<file path="src/rtl/axi_lite_pkg.sv">
// Shared AXI4-Lite encodings and the DMA controller state type.
package axi_lite_pkg;

    localparam logic [1:0] RESP_OKAY   = 2'b00;
    localparam logic [1:0] RESP_EXOKAY = 2'b01;
    localparam logic [1:0] RESP_SLVERR = 2'b10;
    localparam logic [1:0] RESP_DECERR = 2'b11;

    localparam logic [2:0] PROT_DEFAULT = 3'b000;

    typedef enum logic [2:0] {
        IDLE,
        RD_ADDR,
        RD_DATA,
        WR,
        WR_RESP,
        ERR
    } dma_state_t;

endpackage

</file>
<file path="src/rtl/axi_lite_wdog.sv">
// Handshake watchdog: down-counter reloaded on clear, expires at terminal count 0.
module axi_lite_wdog #(
    parameter int TIMEOUT = 256
) (
    input  logic aclk,
    input  logic areset,
    input  logic clear,
    input  logic enable,
    output logic expired
);

    localparam int CNT_W = $clog2(TIMEOUT + 1);
    localparam logic [CNT_W-1:0] LOAD = CNT_W'(TIMEOUT - 1);

    logic [CNT_W-1:0] count;

    always_ff @(posedge aclk) begin
        if (areset || clear) begin
            count <= LOAD;
        end else if (enable && (count != '0)) begin
            count <= count - 1'b1;
        end
    end

    // Loaded with TIMEOUT-1, so expiry is seen in the TIMEOUT-th enabled cycle.
    assign expired = enable && (count == '0);

endmodule

</file>
<file path="src/rtl/axi_lite_dma_master.sv">
// AXI4-Lite word-copy initiator: one read then one write per word, one transaction in flight.
//
//  state   | meaning
//  --------+-----------------------------------------------------------
//  IDLE    | waiting for start; len=0 completes here with a done pulse
//  RD_ADDR | arvalid up with araddr=cur_src
//  RD_DATA | rready up, capture rdata
//  WR      | awvalid/wvalid up, each drops after its own handshake
//  WR_RESP | bready up, advance pointers on OKAY
//  ERR     | one cycle: err latched, everything dropped
module axi_lite_dma_master
    import axi_lite_pkg::*;
#(
    parameter int ADDR_W  = 32,
    parameter int DATA_W  = 32,
    parameter int LEN_W   = 10,
    parameter int TIMEOUT = 256
) (
    input  logic              aclk,
    input  logic              areset,
    input  logic              start,
    input  logic [ADDR_W-1:0] src_addr,
    input  logic [ADDR_W-1:0] dst_addr,
    input  logic [LEN_W-1:0]  len_words,
    output logic              busy,
    output logic              done,
    output logic              err,
    output logic [ADDR_W-1:0] err_addr,
    output logic [ADDR_W-1:0] m_axi_araddr,
    output logic [2:0]        m_axi_arprot,
    output logic              m_axi_arvalid,
    input  logic              m_axi_arready,
    input  logic [DATA_W-1:0] m_axi_rdata,
    input  logic [1:0]        m_axi_rresp,
    input  logic              m_axi_rvalid,
    output logic              m_axi_rready,
    output logic [ADDR_W-1:0] m_axi_awaddr,
    output logic [2:0]        m_axi_awprot,
    output logic              m_axi_awvalid,
    input  logic              m_axi_awready,
    output logic [DATA_W-1:0] m_axi_wdata,
    output logic [3:0]        m_axi_wstrb,
    output logic              m_axi_wvalid,
    input  logic              m_axi_wready,
    input  logic [1:0]        m_axi_bresp,
    input  logic              m_axi_bvalid,
    output logic              m_axi_bready
);

    dma_state_t state, next_state;

    logic [ADDR_W-1:0] cur_src, cur_dst, err_addr_q;
    logic [LEN_W-1:0]  remaining;
    logic [DATA_W-1:0] data_q;
    logic              aw_done, w_done;
    logic              done_q, err_q;
    logic              aw_hs, w_hs, wr_both;
    logic              wdog_expired;

    assign aw_hs   = m_axi_awvalid && m_axi_awready;
    assign w_hs    = m_axi_wvalid && m_axi_wready;
    assign wr_both = (aw_done || aw_hs) && (w_done || w_hs);

    axi_lite_wdog #(
        .TIMEOUT(TIMEOUT)
    ) u_wdog (
        .aclk   (aclk),
        .areset (areset),
        .clear  (next_state != state),
        .enable (busy),
        .expired(wdog_expired)
    );

    always_ff @(posedge aclk) begin
        if (areset) begin
            state <= IDLE;
        end else begin
            state <= next_state;
        end
    end

    always_comb begin
        next_state = state;
        unique case (state)
            IDLE: begin
                if (start && (len_words != '0)) next_state = RD_ADDR;
            end
            RD_ADDR: begin
                if (m_axi_arready)     next_state = RD_DATA;
                else if (wdog_expired) next_state = ERR;
            end
            RD_DATA: begin
                if (m_axi_rvalid)      next_state = (m_axi_rresp == RESP_OKAY) ? WR : ERR;
                else if (wdog_expired) next_state = ERR;
            end
            WR: begin
                if (wr_both)           next_state = WR_RESP;
                else if (wdog_expired) next_state = ERR;
            end
            WR_RESP: begin
                if (m_axi_bvalid) begin
                    if (m_axi_bresp != RESP_OKAY)     next_state = ERR;
                    else if (remaining == LEN_W'(1)) next_state = IDLE;
                    else                              next_state = RD_ADDR;
                end else if (wdog_expired) begin
                    next_state = ERR;
                end
            end
            ERR:     next_state = IDLE;
            default: next_state = IDLE;
        endcase
    end

    always_comb begin
        busy          = 1'b0;
        m_axi_arvalid = 1'b0;
        m_axi_rready  = 1'b0;
        m_axi_awvalid = 1'b0;
        m_axi_wvalid  = 1'b0;
        m_axi_bready  = 1'b0;
        unique case (state)
            RD_ADDR: begin
                busy          = 1'b1;
                m_axi_arvalid = 1'b1;
            end
            RD_DATA: begin
                busy         = 1'b1;
                m_axi_rready = 1'b1;
            end
            WR: begin
                busy          = 1'b1;
                m_axi_awvalid = !aw_done;
                m_axi_wvalid  = !w_done;
            end
            WR_RESP: begin
                busy         = 1'b1;
                m_axi_bready = 1'b1;
            end
            default: begin
                busy = 1'b0;
            end
        endcase
    end

    always_ff @(posedge aclk) begin
        if (areset) begin
            cur_src    <= '0;
            cur_dst    <= '0;
            remaining  <= '0;
            data_q     <= '0;
            aw_done    <= 1'b0;
            w_done     <= 1'b0;
            done_q     <= 1'b0;
            err_q      <= 1'b0;
            err_addr_q <= '0;
        end else begin
            done_q <= 1'b0;
            if ((state == IDLE) && start) begin
                cur_src   <= {src_addr[ADDR_W-1:2], 2'b00};
                cur_dst   <= {dst_addr[ADDR_W-1:2], 2'b00};
                remaining <= len_words;
                err_q     <= 1'b0;
                done_q    <= (len_words == '0);
            end
            if ((state == RD_DATA) && m_axi_rvalid) begin
                data_q <= m_axi_rdata;
            end
            if (state != WR) begin
                aw_done <= 1'b0;
                w_done  <= 1'b0;
            end else begin
                if (aw_hs) aw_done <= 1'b1;
                if (w_hs)  w_done  <= 1'b1;
            end
            if ((state == WR_RESP) && m_axi_bvalid && (m_axi_bresp == RESP_OKAY)) begin
                cur_src   <= cur_src + ADDR_W'(4);
                cur_dst   <= cur_dst + ADDR_W'(4);
                remaining <= remaining - LEN_W'(1);
                done_q    <= (remaining == LEN_W'(1));
            end
            // Reads fail on the source pointer, writes on the destination pointer.
            if (next_state == ERR) begin
                err_q      <= 1'b1;
                err_addr_q <= ((state == RD_ADDR) || (state == RD_DATA)) ? cur_src : cur_dst;
            end
        end
    end

    assign done         = done_q;
    assign err          = err_q;
    assign err_addr     = err_addr_q;
    assign m_axi_araddr = cur_src;
    assign m_axi_awaddr = cur_dst;
    assign m_axi_wdata  = data_q;
    assign m_axi_wstrb  = 4'hF;
    assign m_axi_arprot = PROT_DEFAULT;
    assign m_axi_awprot = PROT_DEFAULT;

endmodule

</file>
<file path="config.mk">
export PLATFORM = sky130hd
export DESIGN_NAME = axi_lite_dma_master
export DESIGN_NICKNAME = d
export VERILOG_FILES = /design/src/rtl/axi_lite_pkg.sv /design/src/rtl/axi_lite_wdog.sv /design/src/rtl/axi_lite_dma_master.sv
export SDC_FILE = /design/constraint.sdc
export NUM_CORES = 1
export LEC_CHECK = 0
export BUFFER_PORTS_ARGS = -buffer_cell sky130_fd_sc_hd__buf_2
export CAP_MARGIN = 20
export CORE_UTILIZATION = 35
export DETAILED_ROUTE_END_ITERATION = 10
export GPL_TIMING_DRIVEN = 1
export PLACE_DENSITY_LB_ADDON = 0.2
export SLEW_MARGIN = 20
export SYNTH_ARGS = -nofsm -noshare
export SYNTH_HDL_FRONTEND = slang
export SYNTH_HIERARCHICAL = 1
export SYNTH_SLANG_ARGS = --single-unit
</file>
<file path="constraint.sdc">
create_clock -name aclk -period 3.5 [get_ports aclk]
set_clock_uncertainty 0.15 [all_clocks]
set_input_delay 0.7 -clock aclk [delete_from_list [all_inputs] [get_ports aclk]]
set_output_delay 0.7 -clock aclk [all_outputs]
set_load 0.01 [all_outputs]
</file>
==> key figures <==
Place
  – Buffers added on ports: 245
  – Total placed cells including tap cells: 1,453
  – Post-DP Area: 0.00932 mm²
  – Detailed Place HPWL: 17,800 µm
  – GPL Wtd Cong: 0.824
  – Placement Setup Slack: 212 ps

Routing
  – DRC errors left: 0
  – TritonRoute pass-1 iters: 5
  – Vias: 8,074
  – DRT iter0 DRCs: 541
  – WL met2: 12,000 µm
  – Top sig layer: met4
  – Via density: 5.43
  – Met3 routed WL: 1460 µm
  – Final ANT Viol Nets: 0
  – Detailed-route wire length on metal 1: 11,400 µm
  – Routed WL: 25,300 µm
  – WL per Instance: 17.0 µm

Synthesis
  – Compound-Gate Fraction of Synth Area: 0.179
  – FF+latch count, synth: 149
  – Synthesized-area fraction occupied by adder cells: 0.00803
  – Largest family of logic cells by synthesized area: simple AND/OR/NAND/NOR gates
  – Synth top area cells: dfxtp_1 (38%), nand2_1 (6.3%), mux2_2 (4.6%)
  – Async S/R FF share, synth: 0
  – Mapped Cells: 970
  – Synth Area in Simple Gates: 0.281
  – Post-synth top area share: 0.383
  – Yosys Warn Count: 6
  – Synth Cell Area: 0.00779 mm²
  – Synth area leader: dfxtp_1
  – Mux cell area share after synthesis: 0.0862
  – EDFF count, synth: 0
  – Mapped Avg Cell Area: 8.03 µm²
  – Seq/Total Area, Yosys: 0.383
  – Xor and xnor fraction of the mapped netlist area: 0.00787
  – Number of distinct library cells after synthesis: 71
  – Synth Flop Type: dfxtp_1

Clock network
  – Clock transition at path regs: 70 ps
  – Clock Path Buffers: 2
  – Clock buffer count from CTS: 17
  – TritonCTS clock tree: built
  – Clock root buffer: clkbuf_16
  – Clk_lat worst skew: 430 ps
  – Post-cts resize count: 0
  – Post-CTS Setup Bufs: 0
  – Post-CTS Hold Fix Bufs: 0
  – H-tree levels: 4
  – Clk sink count: 149

Job
  – Maxcap violations: 0

STA
  – Tcrit/Tclk final: 0.907
  – Final hold violations: 0
  – Fmax achieved: 0.315 GHz
  – TNS Setup: 0 ps
  – Unrepaired setup endpoints after global routing: false
  – Setup WS post-layout: 324 ps
  – Hold slack: 300 ps
  – Rel. slew slack: 0.451
  – Worst slew pin tran: 824 ps
  – Tmin final: 3180 ps
  – Final Max Tran Viols: 0
  – Final setup vio count: 0

Floorplanning
  – Starting Density: 0.357
  – Top Ports: 264
  – Die Span Y: 151 µm
  – Standard-cell row count: 54
  – Std-Cell Core Area: 0.0218 mm²
  – Die ar.: 0.0229 mm²
  – Die W: 151 µm

Setup path
  – Slowest cell on the critical path: or4bb_1
  – Buf/Inv on CP: 1
  – Reg2Reg Capture Point: u_wdog/count[1]$_SDFFE_PP1P_
  – Crit path cell chain: inv_1, nor2_1, nor2_1, or4bb_1, nor3_2, nor2_1, a2111oi_1, or3_1, o22ai_1, a21boi_0, nor2_1, and2_1, mux2i_1
  – Slowest stage delay, CP: 480 ps
  – CP top delay family: simple AND/OR/NAND/NOR gates
  – Most used cell, CP: nor2_1
  – Worst Path Required: 3700 ps
  – R2r setup slk: 320 ps
  – Arr. time, crit path: 3380 ps
  – Setup CP Type: reg2reg
  – Cells on worst reg2reg path: 13
  – Worst R2R Start: state[2]$_SDFF_PP0_
  – Worst-path maximum fanout: 7
  – CP Launch Type: flip-flop
  – Worst setup EP type: flip-flop
  – Critical Path Source: state[2]$_SDFF_PP0_

Layout
  – Share of layout cells above drive strength 1: 0.292
  – Nets: 1,315
  – Fillers: 2,229
  – Syn-to-layout area delta: 27.6%
  – Final Util: 0.456
  – Commonest non-fill, non-tap cell in the layout: buf_2
  – Post-Layout Cell Count: 1,486
  – Design area: 0.00994 mm²
  – Commonest non-fill, non-tap cells in the layout: buf_2 (244), dfxtp_1 (149), nand2_1 (129)

Worst hold path
  – Hold path start: m_axi_wdata[16]$_SDFFE_PP0P_
  – HP Class: reg2reg
  – Worst hold path depth: 2
  – Hold Path End: m_axi_wdata[16]$_SDFFE_PP0P_

Power and ir drop
  – Power, Total: 4.45 mW
  – Worst VDD drop: 0.295 mV
  – Leakage: 4.17 nW
  – P per Cell Area: 448 mW/mm²

Global route
  – Largest net degree at the start of global routing: 90
  – Via count of the first global-routing pass: 7,188
  – Antenna violations before repair: 1
  – Global-route wire length before repair: 38,700 µm
  – Gr usage total: 0.218
  – GRT Residual Overflow: 0

Outcome
  – Status: finished clean
synthesized netlist by cell type, types with 20 or more instances:
| master | n |
|---|---|
| nor3_1 | 24 |
| clkbuf_1 | 53 |
| or3_1 | 20 |
| o21ai_0 | 28 |
| nor2b_1 | 35 |
| nand4_1 | 20 |
| nand2_1 | 131 |
| a31oi_1 | 31 |
| nand3_1 | 31 |
| nor2_1 | 89 |
| mux2i_1 | 30 |
| o211ai_1 | 22 |
| dfxtp_1 | 149 |
| mux2_2 | 32 |
| a21oi_1 | 71 |
cells by family after synthesis:
group	after synthesis
AO/OA/AOI/OAI	218
XOR/XNOR	7
adder cells (fa/ha/maj)	5
buffers and inverters	94
flip-flops	149
multiplexers	63
other	2
AND/OR/NAND/NOR	432
registers in the layout (all words and copies together), names as in the netlist:
register      cells
aw_done           1
done              1
err               1
err_addr         31
m_axi_araddr     30
m_axi_awaddr     30
m_axi_wdata      32
remaining        10
state             3
u_wdog/count      9
w_done            1
worst register-to-register path, cell delays in order, from the launching register on:
cell	delay [ps]
dfxtp_1	360
inv_1	130
nor2_1	70
nor2_1	140
or4bb_1	480
nor3_2	250
nor2_1	100
a2111oi_1	350
or3_1	240
o22ai_1	90
a21boi_0	280
nor2_1	130
and2_1	210
mux2i_1	120
where the power goes:
part	total, mW	switching (mW)	internal, mW
clock	1.93	0.845	1.09
sequential	1.88	0.115	1.77
combinational	0.633	0.362	0.271
cell type report:
type	count	area [µm²]	area share
Clock buffer	17	425	0.0428
Inverter	12	45.0	0.00453
Sequential cell	149	2980	0.300
Tap cell	280	350	0.0352
Multi-Input combinational cell	739	4480	0.450
Clock inverter	15	185	0.0186
Timing Repair Buffer	273	1480	0.148
Antenna cell	1	2.50	0.000252
how the worst max path moves through the flow:
stage,end,slack (ps),cells after the start
final,u_wdog/count[1]$_SDFFE_PP1P_,320,13
after global routing,u_wdog/count[2]$_SDFFE_PP1P_,70,13
after CTS,u_wdog/count[1]$_SDFFE_PP1P_,170,13
after detailed placement,u_wdog/count[1]$_SDFFE_PP1P_,210,13
after global placement,err_addr[29]$_SDFFE_PP0N_,60,6
after floorplan,u_wdog/count[1]$_SDFFE_PP1P_,100,14
per-layer routing:
| layer | up-vias | global-route usage |
|---|---|---|
| li1 | 3975 | - |
| met1 | 3804 | 0.290 |
| met2 | 269 | 0.355 |
| met3 | 26 | 0.0431 |
| met4 | 0 | 0.0590 |
| met5 | - | 0 |
Power figures use the tool's default switching activity.
